$ cat config.mk
export PLATFORM = sky130hd
export DESIGN_NAME = cycle_counter_reader
export DESIGN_NICKNAME = d
export VERILOG_FILES = /design/src/rtl/cycle_counter_reader.sv
export SDC_FILE = /design/constraint.sdc
export NUM_CORES = 1
export LEC_CHECK = 0
export ABC_AREA = 1
export CORE_MARGIN = 2
export CORE_UTILIZATION = 47
export CTS_BUF_LIST = sky130_fd_sc_hd__clkbuf_16
export DETAILED_ROUTE_END_ITERATION = 10
export PLACE_DENSITY = 0.81
export SLEW_MARGIN = 20
export SYNTH_ARGS = -nofsm -noshare
export SYNTH_HDL_FRONTEND = slang
export SYNTH_SLANG_ARGS = --single-unit
$ cat constraint.sdc
create_clock -name CLK_IP -period 1.6 [get_ports CLK_IP]
set_clock_uncertainty 0.15 [all_clocks]
set_input_delay 0.32 -clock CLK_IP [delete_from_list [all_inputs] [get_ports CLK_IP]]
set_output_delay 0.32 -clock CLK_IP [all_outputs]
set_load 0.05 [all_outputs]
$ cat src/rtl/cycle_counter_reader.sv
// rtl/cycle_counter_reader.sv - 64-bit cycle count from a 32-bit counter, served over a req/resp register port.
// Define CYCLE_COUNTER_READER_CMP_IRQ_EN to add the compare register and timer interrupt.
module cycle_counter_reader #(
   parameter int          HI_W      = 32,
   parameter logic [63:0] CMP_RESET = 64'hFFFF_FFFF_FFFF_FFFF
) (
   input  logic        CLK_IP,
   input  logic        RSTN_IP,
   input  logic [31:0] COUNTER_IP,
   input  logic        REQ_VALID_IP,
   output logic        REQ_READY_OP,
   input  logic        REQ_WE_IP,
   input  logic [1:0]  REQ_ADDR_IP,
   input  logic [31:0] REQ_WDATA_IP,
   output logic        RESP_VALID_OP,
   input  logic        RESP_READY_IP,
   output logic [31:0] RESP_DATA_OP,
   output logic        IRQ_OP
);

   typedef enum logic {IDLE, RESP} state_t;

   state_t            state_q, state_d;
   logic [31:0]       lo_q;
   logic [HI_W-1:0]   hi_q, hi_d;
   logic              prev_msb_q;
   logic [HI_W-1:0]   snap_hi_q, snap_hi_d;
   logic [31:0]       resp_data_q, resp_data_d;
   logic [31:0]       rd_data;
   logic              accept;
   logic              wrap;
   logic [63:0]       count64;

   assign accept  = (state_q == IDLE) && REQ_VALID_IP;
   assign wrap    = prev_msb_q && !COUNTER_IP[31];
   assign count64 = 64'({hi_q, lo_q});

   always_ff @(posedge CLK_IP or negedge RSTN_IP) begin
      if (!RSTN_IP) begin
         state_q <= IDLE;
      end else begin
         state_q <= state_d;
      end
   end

   always_comb begin
      state_d = state_q;
      case (state_q)
         IDLE:    if (REQ_VALID_IP)  state_d = RESP;
         RESP:    if (RESP_READY_IP) state_d = IDLE;
         default: state_d = IDLE;
      endcase
   end

   always_comb begin
      REQ_READY_OP  = RSTN_IP && (state_q == IDLE);
      RESP_VALID_OP = (state_q == RESP);
   end

   // Upper count advances on the MSB falling edge of the sampled counter.
   always_comb begin
      hi_d = hi_q;
      if (wrap) hi_d = hi_q + HI_W'(1);
   end

   // The snapshot takes hi_q before this edge's increment, keeping LO/HI coherent across a wrap.
   always_comb begin
      snap_hi_d = snap_hi_q;
      if (accept && !REQ_WE_IP && (REQ_ADDR_IP == 2'd0)) snap_hi_d = hi_q;
   end

`ifdef CYCLE_COUNTER_READER_CMP_IRQ_EN
   logic [63:0] cmp_q, cmp_d;
   logic        irq_q;

   always_comb begin
      cmp_d = cmp_q;
      if (accept && REQ_WE_IP && (REQ_ADDR_IP == 2'd2)) cmp_d[31:0]  = REQ_WDATA_IP;
      if (accept && REQ_WE_IP && (REQ_ADDR_IP == 2'd3)) cmp_d[63:32] = REQ_WDATA_IP;
   end

   always_ff @(posedge CLK_IP or negedge RSTN_IP) begin
      if (!RSTN_IP) begin
         cmp_q <= CMP_RESET;
         irq_q <= 1'b0;
      end else begin
         cmp_q <= cmp_d;
         irq_q <= (count64 >= cmp_q);
      end
   end

   always_comb begin
      rd_data = 32'd0;
      case (REQ_ADDR_IP)
         2'd0: rd_data = lo_q;
         2'd1: rd_data = 32'(snap_hi_q);
         2'd2: rd_data = cmp_q[31:0];
         2'd3: rd_data = cmp_q[63:32];
         default: rd_data = 32'd0;
      endcase
   end

   assign IRQ_OP = irq_q;
`else
   logic unused_cmp;
   assign unused_cmp = ^{REQ_WDATA_IP, CMP_RESET, count64};

   always_comb begin
      rd_data = 32'd0;
      case (REQ_ADDR_IP)
         2'd0: rd_data = lo_q;
         2'd1: rd_data = 32'(snap_hi_q);
         default: rd_data = 32'd0;
      endcase
   end

   assign IRQ_OP = 1'b0;
`endif

   always_comb begin
      resp_data_d = resp_data_q;
      if (accept) resp_data_d = REQ_WE_IP ? 32'd0 : rd_data;
   end

   always_ff @(posedge CLK_IP or negedge RSTN_IP) begin
      if (!RSTN_IP) begin
         lo_q        <= 32'd0;
         hi_q        <= '0;
         prev_msb_q  <= 1'b0;
         snap_hi_q   <= '0;
         resp_data_q <= 32'd0;
      end else begin
         lo_q        <= COUNTER_IP;
         hi_q        <= hi_d;
         prev_msb_q  <= COUNTER_IP[31];
         snap_hi_q   <= snap_hi_d;
         resp_data_q <= resp_data_d;
      end
   end

   assign RESP_DATA_OP = resp_data_q;

endmodule

==> impl_metrics.csv <==
group,metric,value,unit
run_status,status,"finished, violations left",
run_status,violations,"negative setup slack",
routing,totalWireLength,13600,um
global_route,antenna_found_initial,0,
setup_path,max_stage_delay,0.41,ns
synthesis,async_flop_share,100,%
run,max_cap_violations,0,
clock_tree,clk_pin_slew,0.05,ns
place,placed_cells,783,
clock_tree,cts_buffer_depth,2,
routing,wl_per_cell,16.6,um
sta,finalCriticalPeriod,1.66,ns
clock_tree,clkSinkCount,129,
die,ios,106,
clock_tree,clock-root-buffer,"clkbuf_16",
clock_tree,htree_levels,4,
global_route,grt_pass1_wl,22000,um
setup_path,crit_fanout,2,
routing,first_pass_iters,6,
cells_and_area,drive_above_1_share,21.0,%
global_route,grt_pass1_vias,4351,
synthesis,yosys.area.top_type,"dfrtp_1",
die,core-area,11300,um2
power,ir_drop,0.000872,V
routing,via_count,4401,
synthesis,synth_ff_type,"dfrtp_1",
power,swShare,29.2,%
routing,vias_per_cell,5.37,
synthesis,synth_seq_cells,129,
global_route,grt_use_total,22.3,%
routing,ant_nets,0,
synthesis,ys_warn_count,0,
synthesis,synth_common_cells,"dfrtp_1 (129), nand2_1 (111), nand3_1 (75), inv_1 (59), nand4_1 (37)",
sta,setup_ws,-0.0609,ns
synthesis,synth_top_area_share,59.8,%
sta,fin_crit_sh,104,%
sta,rsz0062_at_grt,"true",
die,start_util,47.7,%
cells_and_area,antenna_cells,0,
setup_path,required,1.13,ns
routing,drtIter0Drc,326,
synthesis,syn_area,5400,um2
cells_and_area,stdcell_count,820,
setup_path,crit_path_start_kind,"flop",
power,powerDensity,1240,nW/um2
setup_path,end_kind,"output port",
place,post-dp-hpwl,9070,um
synthesis,postSynthAreaPerCell,9.67,um2
synthesis,syn-instance-count,558,
synthesis,ys_seq_area_share,59.8,%
die,num_rows,39,
sta,hold_violations,0,
global_route,grt_max_degree,61,
cells_and_area,nNetsFinal,739,
setup_path,cp.arrival,1.19,ns
setup_path,crit_slowest_cell,"dfrtp_2",
power,switchingPower,2.72,mW
sta,tns,-0.222,ns
clock_tree,clk-insertion-delay-late,0.41,ns
power,leakagePower,3.66,nW
synthesis,synth.area.top_cells,"dfrtp_1 (60%), nand2_1 (7.7%), nand3_1 (7.0%)",
sta,fmax,602,MHz
sta,drv_slew,0,
die,die_area,12400,um2
power,p_clk_share,35.8,%
cells_and_area,syn2layout_area_growth,39.5,%
global_route,overflow,0,
power,power_frac_comb,20.6,%
setup_path,path_cells,"buf_6 > nor2_4 > buf_12",
power,internal_power,6.62,mW
die,die_h,111,um
cells_and_area,final_util,66.5,%
synthesis,synth.most_common_cell,"dfrtp_1",
synthesis,synth_edf_count,0,
hold_path,hp-class,"in2reg",
clock_tree,numCtsBuffers,17,
power,seqPwrFrac,43.6,%
sta,hold_slack,0.193,ns
place,portBuffers,72,
setup_path,crit_type,"reg2out",
routing,post-route-drc-count,0,
sta,setup_viol_count_final,7,
synthesis,ys_types,30,
clock_tree,cts_tree,"built",
die,die_width,111,um
synthesis,syn_nets,630,
place,routabilityCongestion,0.910,
-- sequential cells by signal, indices dropped and copies added (netlist names) --
register and cells:
hi_q 32, lo_q 32, RESP_DATA_OP 32, RESP_VALID_OP 1, snap_hi_q 32
-- routing by layer --
layer  up-vias  track usage [%]  share of wire [%]
met5         -                0                  0
met4         0             8.48                2.3
met3        31             4.54                5.2
met2       146             36.6                 50
met1      2182             29.6                 42
li1       2042                -                  -
-- power groups by stage --
stage | combinational [mW] | sequential (mW) | clock [mW]
after floorplan | 0.596 | 4.32 | 0
after global placement | 1.76 | 4.06 | 0
after detailed placement | 1.80 | 4.09 | 0
after CTS | 1.83 | 4.05 | 3.37
after global routing | 2.06 | 4.12 | 3.54
final | 1.93 | 4.08 | 3.34
-- what timing repair did --
item / in CTS / in global routing
buffers inserted: 0 / 7
hold buffers: 1 / 0
endpoints found under the setup margin: 2 / 18
resized for setup: 4 / 26
pin swaps: 2 / 8
hold endpoints to repair: 75 / 0
-- cell families (layout without fill, tap and decap cells) --
| family | count (synthesis) | after routing | synth area share, % |
|---|---|---|---|
| AND/OR/NAND/NOR | 280 | 280 | 25.8 |
| flip-flops | 129 | 129 | 59.8 |
| other | 1 | 1 | 0.0695 |
| AO/OA/AOI/OAI | 39 | 39 | 3.92 |
| XOR/XNOR | 23 | 23 | 3.73 |
| adder cells (fa/ha/maj) | 1 | 1 | 0.232 |
| buffers and inverters | 85 | 204 | 6.38 |
-- worst paths after layout --
check	from	to	slack, ns	cells past startpoint
worst max-delay path	RESP_VALID_OP$_DFF_PN0_	REQ_READY_OP	-0.06	3
worst min register to register	hi_q[31]$_DFFE_PN0P_	hi_q[31]$_DFFE_PN0P_	0.32	2
worst min-delay path	COUNTER_IP[26]	lo_q[26]$_DFF_PN0_	0.19	1
min in group asynchronous	RSTN_IP	hi_q[23]$_DFFE_PN0P_	0.52	3
worst max register to register	hi_q[0]$_DFFE_PN0P_	hi_q[20]$_DFFE_PN0P_	-0.04	8
max in group asynchronous	RSTN_IP	snap_hi_q[27]$_DFFE_PN0P_	0.19	4
-- stage by stage --
step           power [mW]  instance area [um2]  setup WS (ns)
3_5_place_dp         5.89                 6840         -0.333
6_report             9.34                 7530        -0.0609
5_1_grt              9.73                 7530         -0.109
3_3_place_gp         5.82                 6840         -0.299
2_1_floorplan        4.91                 5400         0.0772
4_1_cts              9.25                 7370        -0.0523
-- cell usage in the layout (no fill, tap or decap), types with 2 or more instances in the layout --
cell type          n
o211ai_1           5
nand3_2            6
buf_6              2
clkdlybuf4s50_1   37
o21ai_1           12
nor2_4            10
a21oi_1            6
buf_12            40
nand2_2            5
xor2_1            23
inv_1             58
nor2_1            24
nor3_4             2
dfrtp_1          125
o21ai_0           15
nor3_1             3
buf_4             34
dfrtp_2            4
inv_2              3
nor2_2             4
nand2_1          109
clkinv_2           3
clkinv_1           7
nand2_4            3
nand3_4            3
nand3_1           71
clkbuf_16         17
nand4_1           37
-- area by class of cell --
cell class              instances  area [um2]
well taps                     143         179
fillers                       785        3790
flip-flops and latches        129        3230
clock inverters                12        78.8
repair buffers                114        1460
inverters                      61         229
clock buffers                  17         425
multi-input cells             344        1920
-- worst max-delay path, delay by kind of cell (launching register included) --
family | cells | cell delay, ns
buffers and inverters | 2 | 0.27
AND/OR/NAND/NOR | 1 | 0.09
flip-flops | 1 | 0.41
Note: power is estimated with default switching activity, not from simulation.
